### src/rtl/outport.sv
// Dual-digit seven-segment output port: each channel latches a nibble under
// its own strobe and drives the registered hex segment pattern for it.

module outport_channel #(
   parameter bit SEG_ACTIVE_LOW = 1'b0
) (
   input  logic       clk,
   input  logic       rst,
   input  logic [3:0] data,
   input  logic       load,
   output logic [6:0] seg
);

   localparam logic [6:0] BLANK = SEG_ACTIVE_LOW ? 7'h7F : 7'h00;

   function automatic logic [6:0] seg_decode(input logic [3:0] nib);
      logic [6:0] pat;
      case (nib)
         4'h0:    pat = 7'h7E;
         4'h1:    pat = 7'h30;
         4'h2:    pat = 7'h6D;
         4'h3:    pat = 7'h79;
         4'h4:    pat = 7'h33;
         4'h5:    pat = 7'h5B;
         4'h6:    pat = 7'h5F;
         4'h7:    pat = 7'h70;
         4'h8:    pat = 7'h7F;
         4'h9:    pat = 7'h7B;
         4'hA:    pat = 7'h77;
         4'hB:    pat = 7'h1F;
         4'hC:    pat = 7'h4E;
         4'hD:    pat = 7'h3D;
         4'hE:    pat = 7'h4F;
         4'hF:    pat = 7'h47;
         default: pat = 7'h00;
      endcase
      return pat;
   endfunction

   function automatic logic [6:0] apply_polarity(input logic [6:0] pat);
      return SEG_ACTIVE_LOW ? ~pat : pat;
   endfunction

   logic [3:0] nib_r;
   logic       valid_r;
   logic [3:0] nib_next_s;
   logic       valid_next_s;
   logic [6:0] seg_next_s;

   // Next-state selection; on hold the output is rebuilt from the stored
   // nibble so an upset in the output register is scrubbed on the next edge.
   always_comb begin
      nib_next_s   = nib_r;
      valid_next_s = valid_r;
      seg_next_s   = BLANK;
      if (load) begin
         nib_next_s   = data;
         valid_next_s = 1'b1;
      end else begin
         nib_next_s   = nib_r;
         valid_next_s = valid_r;
      end
      if (valid_next_s) begin
         seg_next_s = apply_polarity(seg_decode(nib_next_s));
      end else begin
         seg_next_s = BLANK;
      end
   end

   // Channel state and registered segment output.
   always_ff @(posedge clk or negedge rst) begin
      if (!rst) begin
         nib_r   <= 4'h0;
         valid_r <= 1'b0;
         seg     <= BLANK;
      end else begin
         nib_r   <= nib_next_s;
         valid_r <= valid_next_s;
         seg     <= seg_next_s;
      end
   end

endmodule

module outport #(
   parameter bit SEG_ACTIVE_LOW = 1'b0
) (
   input  logic       clk,
   input  logic       rst,
   input  logic [3:0] ind1,
   input  logic [3:0] ind2,
   input  logic       Reg1CR,
   input  logic       Reg2CR,
   output logic [6:0] Reg1_out,
   output logic [6:0] Reg2_out
);

   outport_channel #(.SEG_ACTIVE_LOW(SEG_ACTIVE_LOW)) u_digit1 (
      .clk  (clk),
      .rst  (rst),
      .data (ind1),
      .load (Reg1CR),
      .seg  (Reg1_out)
   );

   outport_channel #(.SEG_ACTIVE_LOW(SEG_ACTIVE_LOW)) u_digit2 (
      .clk  (clk),
      .rst  (rst),
      .data (ind2),
      .load (Reg2CR),
      .seg  (Reg2_out)
   );

endmodule

### config.mk
export PLATFORM = sky130hd
export DESIGN_NAME = outport
export DESIGN_NICKNAME = d
export VERILOG_FILES = /design/src/rtl/outport.sv
export SDC_FILE = /design/constraint.sdc
export NUM_CORES = 1
export LEC_CHECK = 0
export ABC_AREA = 1
export ABC_CLOCK_PERIOD_IN_PS = 1700
export CORE_MARGIN = 2
export CORE_UTILIZATION = 51
export DETAILED_ROUTE_END_ITERATION = 8
export PLACE_DENSITY_LB_ADDON = 0.3
export SYNTH_ARGS = -nofsm -noshare
export SYNTH_HDL_FRONTEND = slang
export SYNTH_SLANG_ARGS = --single-unit
### constraint.sdc
create_clock -name clk -period 1.7 [get_ports clk]
set_clock_uncertainty 0.15 [all_clocks]
set_input_delay 0.51 -clock clk [delete_from_list [all_inputs] [get_ports clk]]
set_output_delay 0.51 -clock clk [all_outputs]
set_load 0.02 [all_outputs]
Yosys cells after proc, flatten, opt, wreduce, memory -nomap -nowiden
Memory sizes are Yosys's and may differ from the RTL's.
Cells that the tools add are included.
{ "word_totals": {"register_bits": 24, "romBits": 224, "out_inout_bits": 14, "word_cells": 14, "n_memories": 2} }
{ "memory_table": {"columns": ["name", "depth", "width", "read_ports", "rd_ports_with_merged_regs", "write_ports", "line", "text"], "rows": [
  ["(name not given)", 16, 7, 1, 0, 0, "18", "case (nib)"],
  ["(name not given)", 16, 7, 1, 0, 0, "18", null]
]} }
{ "classes": {"n_mux": 6} }
{ "op_table": {"columns": ["op", "n"], "rows": [
  ["$mux W7", 2],
  ["$mux W4", 2],
  ["$mux W1", 2]
]} }

Logic depth before layout (Yosys ltp)
An unclocked memory read counts as a cell.
{ "depth": {"depth_word": 3, "ltp_mapped": 11, "mapped_depth_nobuf": 10} }

Hierarchy
Synthesis repeated with hierarchy kept, for this count alone.
{ "hier_totals": {"hier_cells": 166, "hier_area_um2": 1311.3} }
{ "modules_own_cells": {"columns": ["mod", "n_inst", "cells_per_inst", "area_per_inst_um2"], "rows": [
  ["outport_channel at u_digit2", 1, 83, 659.4],
  ["outport_channel at u_digit1", 1, 83, 651.9]
]} }

Worst setup path before layout
No wires, ideal clock.
{ "synth_path": {"kind": "input -> register", "startpoint": "input port Reg1CR", "endpoint": "register u_digit1.seg[3]", "setup_ps": 71, "arrival_ps": 1505, "required_ps": 1479, "setup_slack_ps": -26, "cell_stages": 9, "path_buffers": 1, "cell_sequence": "buf_6 > o21ai_2 > inv_1 > ha_1 > nand3_1 > nand2_1 > nand2_1 > nand2_1 > nor2_1"} }
{ "synth_via": {"elab_chain_cells": 3, "word_cells_on_any_way": 4, "cone_classes": "mux (3); memory (1)"} }
{ "synth_lines": {"columns": ["item", "line", "text"], "rows": [
  ["from (decl)", "92", "input logic Reg1CR,"],
  ["$mux W4", "56", "if (load) begin"],
  ["via u_digit1.nib_next_s[0]", "46", "logic [3:0] nib_next_s;"],
  ["$mem_v2 Z16 W7", null, null],
  ["$mux W7", "63", "if (valid_next_s) begin"],
  ["via u_digit1.seg_next_s[3]", "48", "logic [6:0] seg_next_s;"],
  ["to (signal assigned)", "79", "seg <= seg_next_s;"],
  ["to (decl)", "11", "output logic [6:0] seg"]
]} }
The timed path passes the listed nets, and every way through them passes these cells.

Worst setup path after layout
{ "layout_path": {"startpoint": "input port ind2[1]", "endpoint": "register u_digit2.seg[3]"} }
{ "layout_via": {"elab_chain_cells": 3} }
{ "layout_lines": {"columns": ["item", "line", "text"], "rows": [
  ["from (decl)", "91", "input logic [3:0] ind2,"],
  ["$mux W4", "56", null],
  ["via u_digit2.nib_next_s[1]", "46", null],
  ["$mem_v2 Z16 W7", null, null],
  ["$mux W7", "63", null],
  ["via u_digit2.seg_next_s[3]", "48", null],
  ["to (signal assigned)", "79", null],
  ["to (decl)", "11", null]
]} }
The timed path passes the listed nets, and every way through them passes these cells.

==> results.json <==
{
  "synth_top_area_frac": 0.433,
  "dieArea_um2": 3150,
  "synthXorXnorAreaFrac": 0,
  "status": "complete, but fails checks",
  "areaGrowthSynthToFinish_pct": 49.1,
  "switching_share": 0.354,
  "cp-start-kind": "primary input",
  "place_area_um2": 1820,
  "yosysMostFrequentCell": "nand2_1",
  "grt_antenna_before_repair": 0,
  "yosys.area_share.simple": 0.317,
  "synth_edf_count": 0,
  "vias_per_cell": 5.34,
  "drtPass1Iterations": 4,
  "tightest_slew_ns": 0.306,
  "fillers": 147,
  "synthTopCellsByCount": "nand2_1, nor2_1, inv_1",
  "p_leak_nw": 1.07,
  "hold_class": "in2async",
  "synthAdderAreaFrac": 0.108,
  "violations": "negative setup slack",
  "ir_worst_vdd_mv": 0.562,
  "rsz0062_at_grt": "yes",
  "synth_area_um2": 1390,
  "drt_wl_total_um": 3810,
  "power.share.clock": 0.202,
  "maxSlewViolCount": 0,
  "final_nets": 256,
  "yosysWarnings": 0,
  "die_x_um": 56.2,
  "required_ns": 1.79,
  "finalSetupViolCount": 1,
  "dpl_worst_slack_ns": -0.590,
  "whs_ns": 0.359,
  "multiInputGateArea_um2": 847,
  "fin_crit_sh": 1.00,
  "synth_compound_gate_area_share": 0.0442,
  "ios": 26,
  "p_per_area_nw_per_um2": 756,
  "seqCellArea_um2": 601,
  "hold_viol_final": 0,
  "wl_per_cell_um": 14.6,
  "ys_seq_elements": 24,
  "yosysTopAreaCell": "dfrtp_1",
  "fin_ws_ns": -0.00598,
  "dp_hpwl_um": 2160,
  "p_int_mw": 1.01,
  "synth.distinct_cells": 15,
  "io_buffers": 25,
  "ant_nets": 0,
  "crit_type": "in2reg",
  "drtIter0Drc": 80,
  "netlist_top_cells_area": "dfrtp_1, nand2_1, ha_1",
  "antennaDiodeCount": 0,
  "finalSetupTns_ns": -0.00598,
  "fin_area_um2": 2070,
  "cts.reportedPaths.clkPinSlew_ns": 0.14,
  "switching_power_uw": 554,
  "placedCellCount": 254,
  "synth-main-ff-cell": "dfrtp_1",
  "via_count": 1393,
  "drive_gt1_frac": 0.355,
  "crit_path_end_kind": "flip-flop",
  "core_um2": 2520,
  "grt_pass1_vias": 1272,
  "power_frac_comb": 0.378,
  "hold_buffers": 0,
  "cts_root_buf": "clkbuf_4",
  "ys_seq_area_frac": 0.433,
  "clk_latency_ns": 0.33,
  "grt_start_max_net_pins": 25,
  "grt_usage": 0.212,
  "fmax_ghz": 0.586,
  "postSynthCellCount": 181,
  "start_util": 0.550,
  "crit_fanout": 4,
  "place_congestion": 0.911,
  "cap_viol_max_count": 0,
  "avgSynthCellArea_um2": 7.67,
  "cts.sinks": 24,
  "instances_no_fill": 261,
  "row_count": 18,
  "cts_buffers": 3,
  "die_h_um": 56.2,
  "syn_nets": 205,
  "ff2ff_setup_slack_ns": 0.19,
  "arrival_ns": 1.80,
  "drc": 0,
  "grt.overflow.total": 0,
  "layout_min_cycle_time_ns": 1.71,
  "tritoncts": "built",
  "synthArstFlopShare": 1.00,
  "p_seq_frac": 0.420,
  "htreeDepth": 1,
  "muxShareOfSynthArea": 0,
  "slew_headroom": 0.795,
  "grt_pass1_wl_um": 5300,
  "cts_buffer_depth": 2,
  "synth_top_family_by_area": "simple AND/OR/NAND/NOR gates"
}
-- cells by family after synthesis --
logic type | count (synthesis)
AND/OR/NAND/NOR | 105
buffers and inverters | 30
flip-flops | 24
AO/OA/AOI/OAI | 10
adder cells (fa/ha/maj) | 12
-- cells in the final DEF, fill, tap and decap left out, drive strengths merged --
| cell | instances |
|---|---|
| a21oi | 7 |
| buf | 24 |
| clkbuf | 7 |
| clkdlybuf4s15 | 9 |
| clkdlybuf4s50 | 6 |
| dfrtp | 24 |
| dlygate4sd2 | 4 |
| dlymetal6s2s | 3 |
| ha | 12 |
| inv | 27 |
| nand2 | 63 |
| nand3 | 13 |
| nor2 | 28 |
| o21ai | 3 |
| or2 | 1 |
-- final timing paths --
check / start / to / cells after the start
setup / recovery: ind2[1] / u_digit2.seg[3] / 11
hold / removal: rst / u_digit2.seg[1] / 2
setup reg to reg: u_digit1.nib_r[1] / u_digit1.seg[2] / 10
hold reg to reg: u_digit2.valid_r / u_digit2.valid_r / 1
max in group asynchronous: rst / u_digit1.nib_r[2] / 2
min in group clk: u_digit2.valid_r / u_digit2.valid_r / 1
-- flip-flops by register name, summed over array words and instances (netlist names) --
name              count
u_digit1.valid_r      1
u_digit1.nib_r        4
u_digit2.valid_r      1
u_digit1.seg          7
u_digit2.nib_r        4
u_digit2.seg          7
-- routing by layer --
layer	global-route usage	up-vias	share of wire
met5	0	-	0
met4	0.0918	0	0.017
met3	0.0372	11	0.080
met2	0.350	80	0.50
met1	0.273	655	0.41
li1	-	647	-
-- through the flow --
stage / util / total power [mW]
finish: 0.820 / 1.56
global route: 0.820 / 1.64
CTS: 0.748 / 1.46
detailed placement: 0.721 / 1.18
global placement: 0.721 / 1.16
floorplan: - / 0.936
-- power by group through the flow --
stage,sequential [mW],combinational (mW),clock (mW)
2_1_floorplan,0.736,0.200,0
3_3_place_gp,0.667,0.497,0
3_5_place_dp,0.669,0.507,0
4_1_cts,0.656,0.492,0.311
5_1_grt,0.664,0.641,0.331
6_report,0.657,0.592,0.316
-- layout make-up --
type / instances / share of cell area
inverter: 27 / 0.0526
multi-input combinational: 127 / 0.410
tap: 30 / 0.0181
sequential: 24 / 0.290
timing repair buffer: 49 / 0.212
clock buffer: 4 / 0.0175
-- worst max-delay path: stages --
cell	delay [ns]
clkdlybuf4s50_1	0.46
inv_1	0.05
nand2_2	0.07
nand2_4	0.10
inv_4	0.09
ha_1	0.16
nand3_2	0.11
nand2_1	0.09
nand2_1	0.06
nand2_1	0.07
nor2_1	0.04
-- repair_timing --
action | 4_1_cts | 5_1_grt
setup buffers | 0 | 3
cloned | 0 | 0
pin swaps | 3 | 18
endpoints found under the setup margin | 28 | 23
gates resized for setup | 34 | 51
Power figures use the tool's default switching activity.
